<file path="config.mk">
export PLATFORM = sky130hd
export DESIGN_NAME = display_clock_reconfig
export DESIGN_NICKNAME = d
export VERILOG_FILES = /design/src/rtl/display_clock_reconfig.sv
export SDC_FILE = /design/constraint.sdc
export NUM_CORES = 1
export LEC_CHECK = 0
export CAP_MARGIN = 20
export CELL_PAD_IN_SITES_DETAIL_PLACEMENT = 1
export CELL_PAD_IN_SITES_GLOBAL_PLACEMENT = 2
export CORE_MARGIN = 1.5
export CORE_UTILIZATION = 31
export CTS_BUF_LIST = sky130_fd_sc_hd__clkbuf_4
export CTS_CLUSTER_DIAMETER = 120
export DETAILED_ROUTE_END_ITERATION = 8
export PLACE_DENSITY = 0.87
export SYNTH_ARGS = -nofsm -noshare
export SYNTH_HDL_FRONTEND = slang
export SYNTH_SLANG_ARGS = --single-unit
</file>
<file path="constraint.sdc">
create_clock -name i_clk -period 3.2 [get_ports i_clk]
set_input_delay 0.96 -clock i_clk [delete_from_list [all_inputs] [get_ports i_clk]]
set_output_delay 0.96 -clock i_clk [all_outputs]
set_load 0.03 [all_outputs]
</file>
<file path="src/rtl/display_clock_reconfig.sv">
// display_clock_reconfig
//   DRP reconfiguration sequencer for the display MMCM. On request it holds the
//   MMCM in reset, read-modify-writes one mode's register set taken from an
//   external table ROM, releases reset and waits for lock. Runs on the system
//   clock that also drives the MMCM DCLK.
// Ports
//   i_clk / i_rst_n       system clock (= DCLK), async active-low reset
//   i_req / i_mode        start request (taken only while not busy), mode index
//   o_busy/o_done/o_err   status: in progress, 1-cycle finish pulse, sticky error
//   o_clk_valid           configured, idle and lock (synchronised) high
//   o_rom_addr/i_rom_data {mode,entry} lookup; ROM is registered (1-cycle)
//                         data = [38:32] DRP addr, [31:16] keep-mask, [15:0] value
//   o_drp_*/i_drp_*       MMCM DRP port
//   o_mmcm_rst            MMCM RST (active high); i_mmcm_locked raw LOCKED
module display_clock_reconfig #(
  parameter int MODES        = 2,
  parameter int ENTRIES      = 23,
  parameter int RST_HOLD     = 16,
  parameter int DRP_TIMEOUT  = 64,
  parameter int LOCK_TIMEOUT = 1 << 20,
  parameter int RETRIES      = 2,
  parameter int AUTO_START   = 1,
  localparam int MW = (MODES   > 1) ? $clog2(MODES)   : 1,
  localparam int EW = (ENTRIES > 1) ? $clog2(ENTRIES) : 1
) (
  input  logic           i_clk,
  input  logic           i_rst_n,
  input  logic           i_req,
  input  logic [MW-1:0]  i_mode,
  output logic           o_busy,
  output logic           o_done,
  output logic           o_err,
  output logic           o_clk_valid,
  output logic [MW+EW-1:0] o_rom_addr,
  input  logic [38:0]    i_rom_data,
  output logic           o_drp_den,
  output logic           o_drp_dwe,
  output logic [6:0]     o_drp_daddr,
  output logic [15:0]    o_drp_di,
  input  logic [15:0]    i_drp_do,
  input  logic           i_drp_drdy,
  output logic           o_mmcm_rst,
  input  logic           i_mmcm_locked
);
  localparam int HW = (RST_HOLD     > 0) ? $clog2(RST_HOLD + 1)     : 1;
  localparam int DW = (DRP_TIMEOUT  > 0) ? $clog2(DRP_TIMEOUT + 1)  : 1;
  localparam int LW = (LOCK_TIMEOUT > 0) ? $clog2(LOCK_TIMEOUT + 1) : 1;
  localparam int RW = (RETRIES      > 0) ? $clog2(RETRIES + 1)      : 1;

  typedef enum logic [3:0] {
    IDLE, HOLD, ROM, RD, RD_WAIT, WR, WR_WAIT, RELEASE, LOCK_WAIT, ERROR
  } state_t;

  state_t          state_q, state_d;
  logic [MW-1:0]   mode_q, mode_d;
  logic [EW-1:0]   idx_q, idx_d;
  logic [HW-1:0]   hold_q, hold_d;
  logic [DW-1:0]   drp_q, drp_d;
  logic [LW-1:0]   lock_q, lock_d;
  logic [RW-1:0]   retry_q, retry_d;
  logic [6:0]      addr_q, addr_d;
  logic [15:0]     mask_q, mask_d, val_q, val_d, di_q, di_d;
  logic            err_q, err_d, done_q, done_d, cfg_q, cfg_d;
  logic            rst_q, rst_d, auto_q, auto_d;
  logic            lk_meta_q, lk_sync_q;

  always_ff @(posedge i_clk or negedge i_rst_n) begin
    if (!i_rst_n) begin
      state_q   <= (AUTO_START != 0) ? HOLD : IDLE;
      mode_q    <= '0;
      idx_q     <= '0;
      hold_q    <= '0;
      drp_q     <= '0;
      lock_q    <= '0;
      retry_q   <= '0;
      addr_q    <= '0;
      mask_q    <= '0;
      val_q     <= '0;
      di_q      <= '0;
      err_q     <= 1'b0;
      done_q    <= 1'b0;
      cfg_q     <= 1'b0;
      rst_q     <= 1'b1;
      auto_q    <= (AUTO_START != 0);
      lk_meta_q <= 1'b0;
      lk_sync_q <= 1'b0;
    end else begin
      state_q   <= state_d;
      mode_q    <= mode_d;
      idx_q     <= idx_d;
      hold_q    <= hold_d;
      drp_q     <= drp_d;
      lock_q    <= lock_d;
      retry_q   <= retry_d;
      addr_q    <= addr_d;
      mask_q    <= mask_d;
      val_q     <= val_d;
      di_q      <= di_d;
      err_q     <= err_d;
      done_q    <= done_d;
      cfg_q     <= cfg_d;
      rst_q     <= rst_d;
      auto_q    <= auto_d;
      lk_meta_q <= i_mmcm_locked;
      lk_sync_q <= lk_meta_q;
    end
  end

  always_comb begin
    state_d = state_q;
    mode_d  = mode_q;
    idx_d   = idx_q;
    hold_d  = hold_q;
    drp_d   = drp_q;
    lock_d  = lock_q;
    retry_d = retry_q;
    addr_d  = addr_q;
    mask_d  = mask_q;
    val_d   = val_q;
    di_d    = di_q;
    err_d   = err_q;
    done_d  = 1'b0;
    cfg_d   = cfg_q;
    rst_d   = rst_q;
    auto_d  = auto_q;
    case (state_q)
      IDLE, ERROR: begin
        if (i_req) begin
          state_d = HOLD;
          mode_d  = i_mode;
          err_d   = 1'b0;
          cfg_d   = 1'b0;
          retry_d = '0;
          hold_d  = '0;
          rst_d   = 1'b1;
        end
      end
      HOLD: begin
        // Power-up run has no accepted request: take the mode pins here once.
        if (auto_q) begin
          mode_d = i_mode;
          auto_d = 1'b0;
        end
        if (hold_q >= HW'(RST_HOLD - 1)) begin
          state_d = ROM;
          idx_d   = '0;
        end else begin
          hold_d = hold_q + 1'b1;
        end
      end
      ROM: state_d = RD;
      RD: begin
        addr_d  = i_rom_data[38:32];
        mask_d  = i_rom_data[31:16];
        val_d   = i_rom_data[15:0];
        drp_d   = '0;
        state_d = RD_WAIT;
      end
      RD_WAIT: begin
        if (i_drp_drdy) begin
          di_d    = (i_drp_do & mask_q) | val_q;
          state_d = WR;
        end else if (drp_q >= DW'(DRP_TIMEOUT - 1)) begin
          state_d = ERROR;
        end else begin
          drp_d = drp_q + 1'b1;
        end
      end
      WR: begin
        drp_d   = '0;
        state_d = WR_WAIT;
      end
      WR_WAIT: begin
        if (i_drp_drdy) begin
          if (idx_q == EW'(ENTRIES - 1)) begin
            state_d = RELEASE;
            rst_d   = 1'b0;
          end else begin
            idx_d   = idx_q + 1'b1;
            state_d = ROM;
          end
        end else if (drp_q >= DW'(DRP_TIMEOUT - 1)) begin
          state_d = ERROR;
        end else begin
          drp_d = drp_q + 1'b1;
        end
      end
      RELEASE: begin
        lock_d  = '0;
        state_d = LOCK_WAIT;
      end
      LOCK_WAIT: begin
        if (lk_sync_q) begin
          state_d = IDLE;
          done_d  = 1'b1;
          cfg_d   = 1'b1;
        end else if (lock_q >= LW'(LOCK_TIMEOUT - 1)) begin
          if (retry_q < RW'(RETRIES)) begin
            retry_d = retry_q + 1'b1;
            hold_d  = '0;
            rst_d   = 1'b1;
            state_d = HOLD;
          end else begin
            state_d = ERROR;
          end
        end else begin
          lock_d = lock_q + 1'b1;
        end
      end
      default: state_d = ERROR;
    endcase
    // Every path into ERROR (DRP timeout, lock exhaustion) lands here.
    if (state_d == ERROR && state_q != ERROR) begin
      err_d = 1'b1;
      rst_d = 1'b1;
      cfg_d = 1'b0;
    end
  end

  assign o_busy      = !(state_q == IDLE || state_q == ERROR);
  assign o_done      = done_q;
  assign o_err       = err_q;
  assign o_clk_valid = (state_q == IDLE) && cfg_q && lk_sync_q;
  assign o_rom_addr  = {mode_q, idx_q};
  assign o_drp_den   = (state_q == RD) || (state_q == WR);
  assign o_drp_dwe   = (state_q == WR);
  // ROM data is only valid during RD; later accesses use the captured copy.
  assign o_drp_daddr = (state_q == RD) ? i_rom_data[38:32] : addr_q;
  assign o_drp_di    = di_q;
  assign o_mmcm_rst  = rst_q;
endmodule

</file>
==> metrics.txt <==
net count of the mapped netlist 512; net count reported at finish 613; fmax between 300 and 400 MHz; launching element of the worst setup path state_q[0]; maximum clock insertion buffer count 2; synth unique cells 60; transition time at the pin with the least slew margin 0.542 ns; run status finished clean; share of synthesized registers carrying an async set or reset 100%; number of cells after detailed placement slightly above 700; fraction of met1 tracks used by global routing 19.4%; detailed-route vias per instance approximately 5; total wire length ~12 mm; data required time of the worst path 2.24 ns; antenna violations before repair 1; first-pass GRT wire length between 20 and 25 mm; row count 45; final period demand of the worst path slightly above 3 ns; endpoint of the most critical setup path o_drp_daddr[5]; via count of the routed design ~3.7k; post-detailed-route wirelength per cell 16.4 µm; met2 track utilization from global routing 26.2%; stage delay of the slowest cell on the critical path 0.57 ns; total congestion overflow after global routing 0; Final Hold Viols 0; number of remaining DRC errors 0; endpoint kind of the worst setup timing path output pin; Post-Layout Cell Count 740; Register-to-Register Path Depth 9; gp weighted congestion between 0.8 and 0.9; effective utilization at floorplan roughly a third; met3 Use GR 6.34%; final setup fails 0; number of nets still failing antenna checks after routing 0; post-placement cell area 6050 µm²; estimated wirelength of the detail-placed design 9.06 mm; Post-synth top flop dfrtp_1; path length in cells of the critical path 4; cell at the root of the clock tree clkbuf_4; pin count of the biggest net entering global routing 65; leakage power total 0.00269 µW; dominant cells by area after synthesis dfrtp_1, mux2_2, xor2_1, nand2_1, nor2_1; combined area of all synthesized cells 4840 µm²; biggest fanout along the worst timing path 4; category of the critical setup timing path register to output pin; final critical-path share of the clock period 96.1%; Setup Slack @ Placement -0.0164 ns; number of cells produced by synthesis 445; number of slew-limit violations in the final report 0; Synth Register Bits about 110; insertion delay of the later-clocked pin in the worst-skew pair 0.48 ns; crit path DAT 2.12 ns; TritonCTS sink count 107; top-area cell type share of the netlist area between 50% and 60%; Reg-to-Reg End hold_q[2]; slew margin rel. 63.0%; Final Util 40.7%; core area 15200 µm²; mean area per synthesized cell 10.9 µm²; count of flip-flops with a built-in enable after synthesis 0; I/O Buffers 96; htree depth 3; hold_buf cts 0; layout cells sized above 1 about 16%; unrepaired setup endpoints after global routing false; Cell Pwr Density approximately 760 nW/µm²; Yosys top cell by area dfrtp_1; total iterations of the first detailed-routing run 4; Post-synth top cells dfrtp_1, nand2_1, mux2_2, nor2_1, o21ai_0; Worst path slowest cell dfstp_2; most instantiated library cell after synthesis dfrtp_1; number of clock buffers inserted by TritonCTS 9; R2R Path Start hold_q[0]; height of the die 128 µm; list of cells traversed by the critical path nand2_1 -> nor3_4 -> mux2_2 -> dlygate4sd2_1; clock-pin transition on the worst setup and hold timing paths 0.19 ns; worst hold path type register to register; sequential share of the synthesized area 55.4%; worst reg2reg setup slack 0.54 ns; VDD IR-drop max 0.477 mV; least setup slack across all paths after layout around 0.12 ns; Yosys warnings 0; maxcap violations 0; worst clock skew on the final layout 0.0243 ns; Chip Width 128 µm; total I/O pin count 97; die area 16400 µm²; Initial DRC Count between 150 and 200; Synth-to-Final Area Change 27.9%; number of global-route vias before repair 4112; CP Launch Type register; GR peak layer met2; Total Routing Usage GR 16.0%; WP buf/inv 1; gate family responsible for the most delay along the worst path flip-flops; CTS tree yes; post-route setup TNS 0 ns; post-route design area about 6200 µm²
worst register-to-register path, stage by stage (launching register included):
cell,delay [ns]
dfrtp_1,0.46
ha_1,0.26
and3_1,0.20
ha_1,0.18
nor2_1,0.15
a21boi_1,0.18
nand2b_1,0.19
a2111o_1,0.40
or4_4,0.46
o21ai_1,0.14
layer usage:
| layer | routed length, µm | vias to the layer above |
|---|---|---|
| li1 | - | 1768 |
| met1 | 5090 | 1847 |
| met2 | 5850 | 87 |
| met3 | 1090 | 8 |
| met4 | 137 | 0 |
| met5 | 0 | - |
registers in the layout, summed over array words and instances (netlist names):
| signal | cells |
|---|---|
| lock_q | 21 |
| mask_q | 16 |
| o_drp_di | 16 |
| val_q | 16 |
| addr_q | 7 |
| drp_q | 7 |
| hold_q | 5 |
| idx_q | 5 |
| state_q | 4 |
| retry_q | 2 |
| auto_q | 1 |
| cfg_q | 1 |
| lk_meta_q | 1 |
| lk_sync_q | 1 |
| mode_q | 1 |
| o_done | 1 |
| o_err | 1 |
| o_mmcm_rst | 1 |
what timing repair did:
item,in CTS,in global routing
gates resized for setup,7,2
setup endpoints to repair,6,8
setup buffers,0,0
metrics by stage:
stage               hold slack [ns]  total power (µW)
finish                        0.360              4670
global route                  0.368              5010
CTS                           0.371              4740
detailed placement            0.340              4080
global placement              0.335              3970
floorplan                     0.331              3260
placed cells by master, fill, tap and decap left out, types with 3 or more instances in the layout:
master           netlist  layout
dfrtp_1              104     103
clkdlybuf4s50_1        0      84
nand2_1               44      44
nor2_1                41      41
mux2_2                41      41
o21ai_0               26      26
a21oi_1               25      25
xor2_1                19      19
buf_4                  1      17
nand4_1               15      15
nand3_1               11      11
clkbuf_4               0      10
inv_1                  8       8
nor3_1                 8       7
nand2b_1               6       6
and3_1                 6       6
and2_1                 6       6
o21ai_1                6       6
ha_1                   6       6
dlygate4sd2_1          0       6
xnor2_1                4       4
nor2b_1                3       3
a211oi_1               3       3
a32o_1                 3       3
dfstp_2                3       3
inv_6                  0       3
power by group:
part	leakage, µW	total (µW)	internal [µW]	switching [µW]
clock network	0.0000699	674	184	489
registers	0.00137	2020	1770	250
logic	0.00126	1980	876	1100
logic make-up (layout without fill, tap and decap cells):
logic type	count (synthesis)	after routing	synth area share [%]
AOI/OAI and AO/OA	82	82	10.2
xor gates and xnor gates	23	23	4.16
adders and majority gates	6	6	1.55
buffers and inverters	28	134	2.43
DFF	107	107	55.4
muxes	42	42	9.75
other	0	1	0
and+or+nand+nor	157	157	16.5
worst min path at each step:
stage | from | endpoint | slack (ns) | cells past startpoint
6_report | lk_meta_q | lk_sync_q | 0.36 | 0
5_1_grt | lk_meta_q | lk_sync_q | 0.37 | 0
4_1_cts | lk_meta_q | lk_sync_q | 0.37 | 0
3_5_place_dp | lk_meta_q | lk_sync_q | 0.34 | 0
3_3_place_gp | lk_meta_q | lk_sync_q | 0.33 | 0
2_1_floorplan | lk_meta_q | lk_sync_q | 0.33 | 0
area by class of cell:
class | instances | area (µm²)
fill | 1702 | 9010
inverter | 9 | 33.8
clock inverter | 6 | 53.8
timing repair buffer | 109 | 1050
clock buffer | 10 | 75.1
antenna | 1 | 2.50
sequential | 107 | 2680
multi-input combinational | 310 | 2050
tap | 188 | 235
Power figures use the tool's default switching activity.
==> variant, RTL diff (config.mk and constraints unchanged) <==
Register the input `i_mode` before use. The logic sees it one clock later. The other inputs are not delayed to match.
--- a/src/rtl/display_clock_reconfig.sv
+++ b/src/rtl/display_clock_reconfig.sv
@@ -53,2 +53,8 @@
 
+  logic [MW-1:0] i_mode_q;
+
+  always_ff @(posedge i_clk) begin
+    i_mode_q <= i_mode;
+  end
+
   state_t          state_q, state_d;
@@ -129,3 +135,3 @@
           state_d = HOLD;
-          mode_d  = i_mode;
+          mode_d  = i_mode_q;
           err_d   = 1'b0;
@@ -140,3 +146,3 @@
         if (auto_q) begin
-          mode_d = i_mode;
+          mode_d = i_mode_q;
           auto_d = 1'b0;
Check against the original RTL: not equivalent (a bounded check fails within 4 cycles, from zero or initial values and one cycle with i_rst_n low).
==> variant against the unedited design <==
Worst setup slack got worse by 0.030 ns; synthesized area rose by 0.41%; routed wire length up 0.62%; sequential cell count grew 1; clock power is 3.3% lower; final area increased by 1.7%; highest routed layer unchanged; core utilization is 0.52 points higher; first-iteration DRC count is 15% lower; power increased by 0.76%.
==> variant: results (changes against the unedited design) <==
* Placed insts at 748 (+3.5%)
* Clock Root Buffer: clkbuf_4
* Slowest stage cell, crit path: dfstp_2
* Initial drt markers at 164 (-15%)
* Clock sink count at 108 (+0.93%)
* WL per Instance at 15.94 um (-3.1%)
* Top cells by count, synth: dfrtp_1 (104), nand2_1 (44), mux2_2 (41), nor2_1 (41), o21ai_0 (26)
* Buffers added on ports at 96 (unchanged)
* Clock Skew at 0.01970 ns (-0.004596 ns)
* Antenna violations before repair at 0 (-1)
* TritonRoute pass-1 iters at 4 (unchanged)
* Layout Nets at 619 (+0.98%)
* XOR/XNOR Fraction of Synth Area at 4.145% (-0.017 points)
* Synth warn at 0 (unchanged)
* Antenna diode count at 0 (-1)
* Leak Pwr at 2.733 nW (+1.4%)
* Post-synthesis mux area share at 9.706% (-0.040 points)
* Library cells used by synthesis at 61 (+1.7%)
* Total track usage at 15.80% (-0.23 points)
* Compound-Gate Fraction of Synth Area at 10.20% (-0.042 points)
* Hpwl dp at 9.007 mm (-0.59%)
* CTS Buf Count at 9 (unchanged)
* Setup WS pre-CTS at -0.006569 ns (+0.009852 ns)
* Critical path fanouts, max at 6 (+2)
* Largest register FFs at 21 (unchanged)
* Hold/Removal Path Class: input pin to async pin
* Largest Register: lock_q
* Slew margin rel. at 58.93% (-4.0 points)
* Outcome: completed
* Max VDD drop at 398.1 uV (-16%)
* Clock transition at path regs at 0.17 ns (-0.02 ns)
* P_int at 2.872 mW (+1.4%)
* Synth async-reset ratio at 99.07% (-0.93 points)
* Syn_nets at 513 (+0.20%)
* RD Place Congestion at 0.8262 (+2.2%)
* Worst skew pair latency at ~0.47 ns
* Net Switching at 1.835 mW (-0.23%)
* Synthesized instance count at 446 (+0.22%)
* Synth Area in Adders at 1.545% (-0.0064 points)
* Layout cell share with drive strength beyond 1 at 17.24% (+1.3 points)
* Largest net degree at the start of global routing at 60 (-7.7%)
* Global-route wire length before repair at 20.62 mm (-0.66%)
* Number of fill cells at 1698 (-0.24%)
* Crit-path max cell delay at between 0.5 and 0.6 ns
* Ys flop type: dfrtp_1
* Max clock buf depth at 2 (unchanged)
* DR vias/cell at 4.875 (-2.8%)
* Number of H-tree levels at 3 (unchanged)
* Final Instance Count excl. Fillers at 768 (+3.8%)
* Leading post-synthesis cells by cell area: dfrtp_1 (54%), mux2_2 (9.5%), xor2_1 (3.4%)
* Crit path DAT at 2.15 ns (+0.03 ns)
* Vias in the first global route at 4219 (+2.6%)
* Seq/Total Area, Yosys at 55.59% (+0.18 points)
-- variant: worst paths after layout --
path                       startpoint              to  slack (ns)  cells past startpoint
min                           i_rst_n       addr_q[5]        0.38                      1
max reg2reg                state_q[2]       hold_q[3]        0.46                      7
max                        state_q[0]  o_drp_daddr[6]        0.09                      5
min reg2reg                 lk_meta_q       lk_sync_q        0.38                      0
min in group i_clk          lk_meta_q       lk_sync_q        0.38                      0
max in group asynchronous     i_rst_n      o_mmcm_rst        2.12                      2
-- variant: final cells by class --
class                      count  area share [%]
clock buffer                   9           1.074
sequential                   108           42.98
tap                          211           4.196
multi-input combinational    310           32.52
inverter                       9          0.5370
clock inverter                 7          0.9149
timing repair buffer         114           17.78
-- variant: power by group through the flow --
stage | logic [mW] | clock network (mW) | registers, mW
floorplan | 1.08 | 0 | 2.19
global placement | 1.92 | 0 | 2.05
detailed placement | 2.00 | 0 | 2.08
CTS | 2.00 | 0.686 | 2.05
global route | 2.20 | 0.741 | 2.11
finish | 2.01 | 0.652 | 2.05
-- variant: through the flow --
step	area, um^2	hold slack, ns
finish	6291	0.3763
global route	6291	0.3476
CTS	6241	0.3473
detailed placement	6108	0.3385
global placement	6108	0.3374
floorplan	4860	0.3312
-- variant: critical path, delay by kind of cell, from the launching register on --
kind	cells	cell delay, ns
DFF	1	0.56
buffers and inverters	2	0.51
muxes	1	0.34
and+or+nand+nor	2	0.26
-- variant: per-layer routing --
metal  GRT usage, %  vias up  wire (um)
met2          26.44       88       5819
li1               -     1772          -
met3          6.177       14        954
met1          18.71     1870       5299
met4          4.957        0        166
met5              0        -          0
-- variant: what timing repair did --
action / in CTS / in global routing
setup buffers: 0 / 3
hold buffers: 0 / 0
cloned: 0 / 1
endpoints found under the setup margin: 9 / 6
gates resized for setup: 9 / 5
-- variant: cells by family (layout without fill, tap and decap cells) --
group | after synthesis | after routing
simple gates | 157 | 157
mux | 42 | 42
flops | 108 | 108
compound gates | 82 | 82
fa+ha+maj | 6 | 6
xor+xnor | 23 | 23
buf+inv | 28 | 139
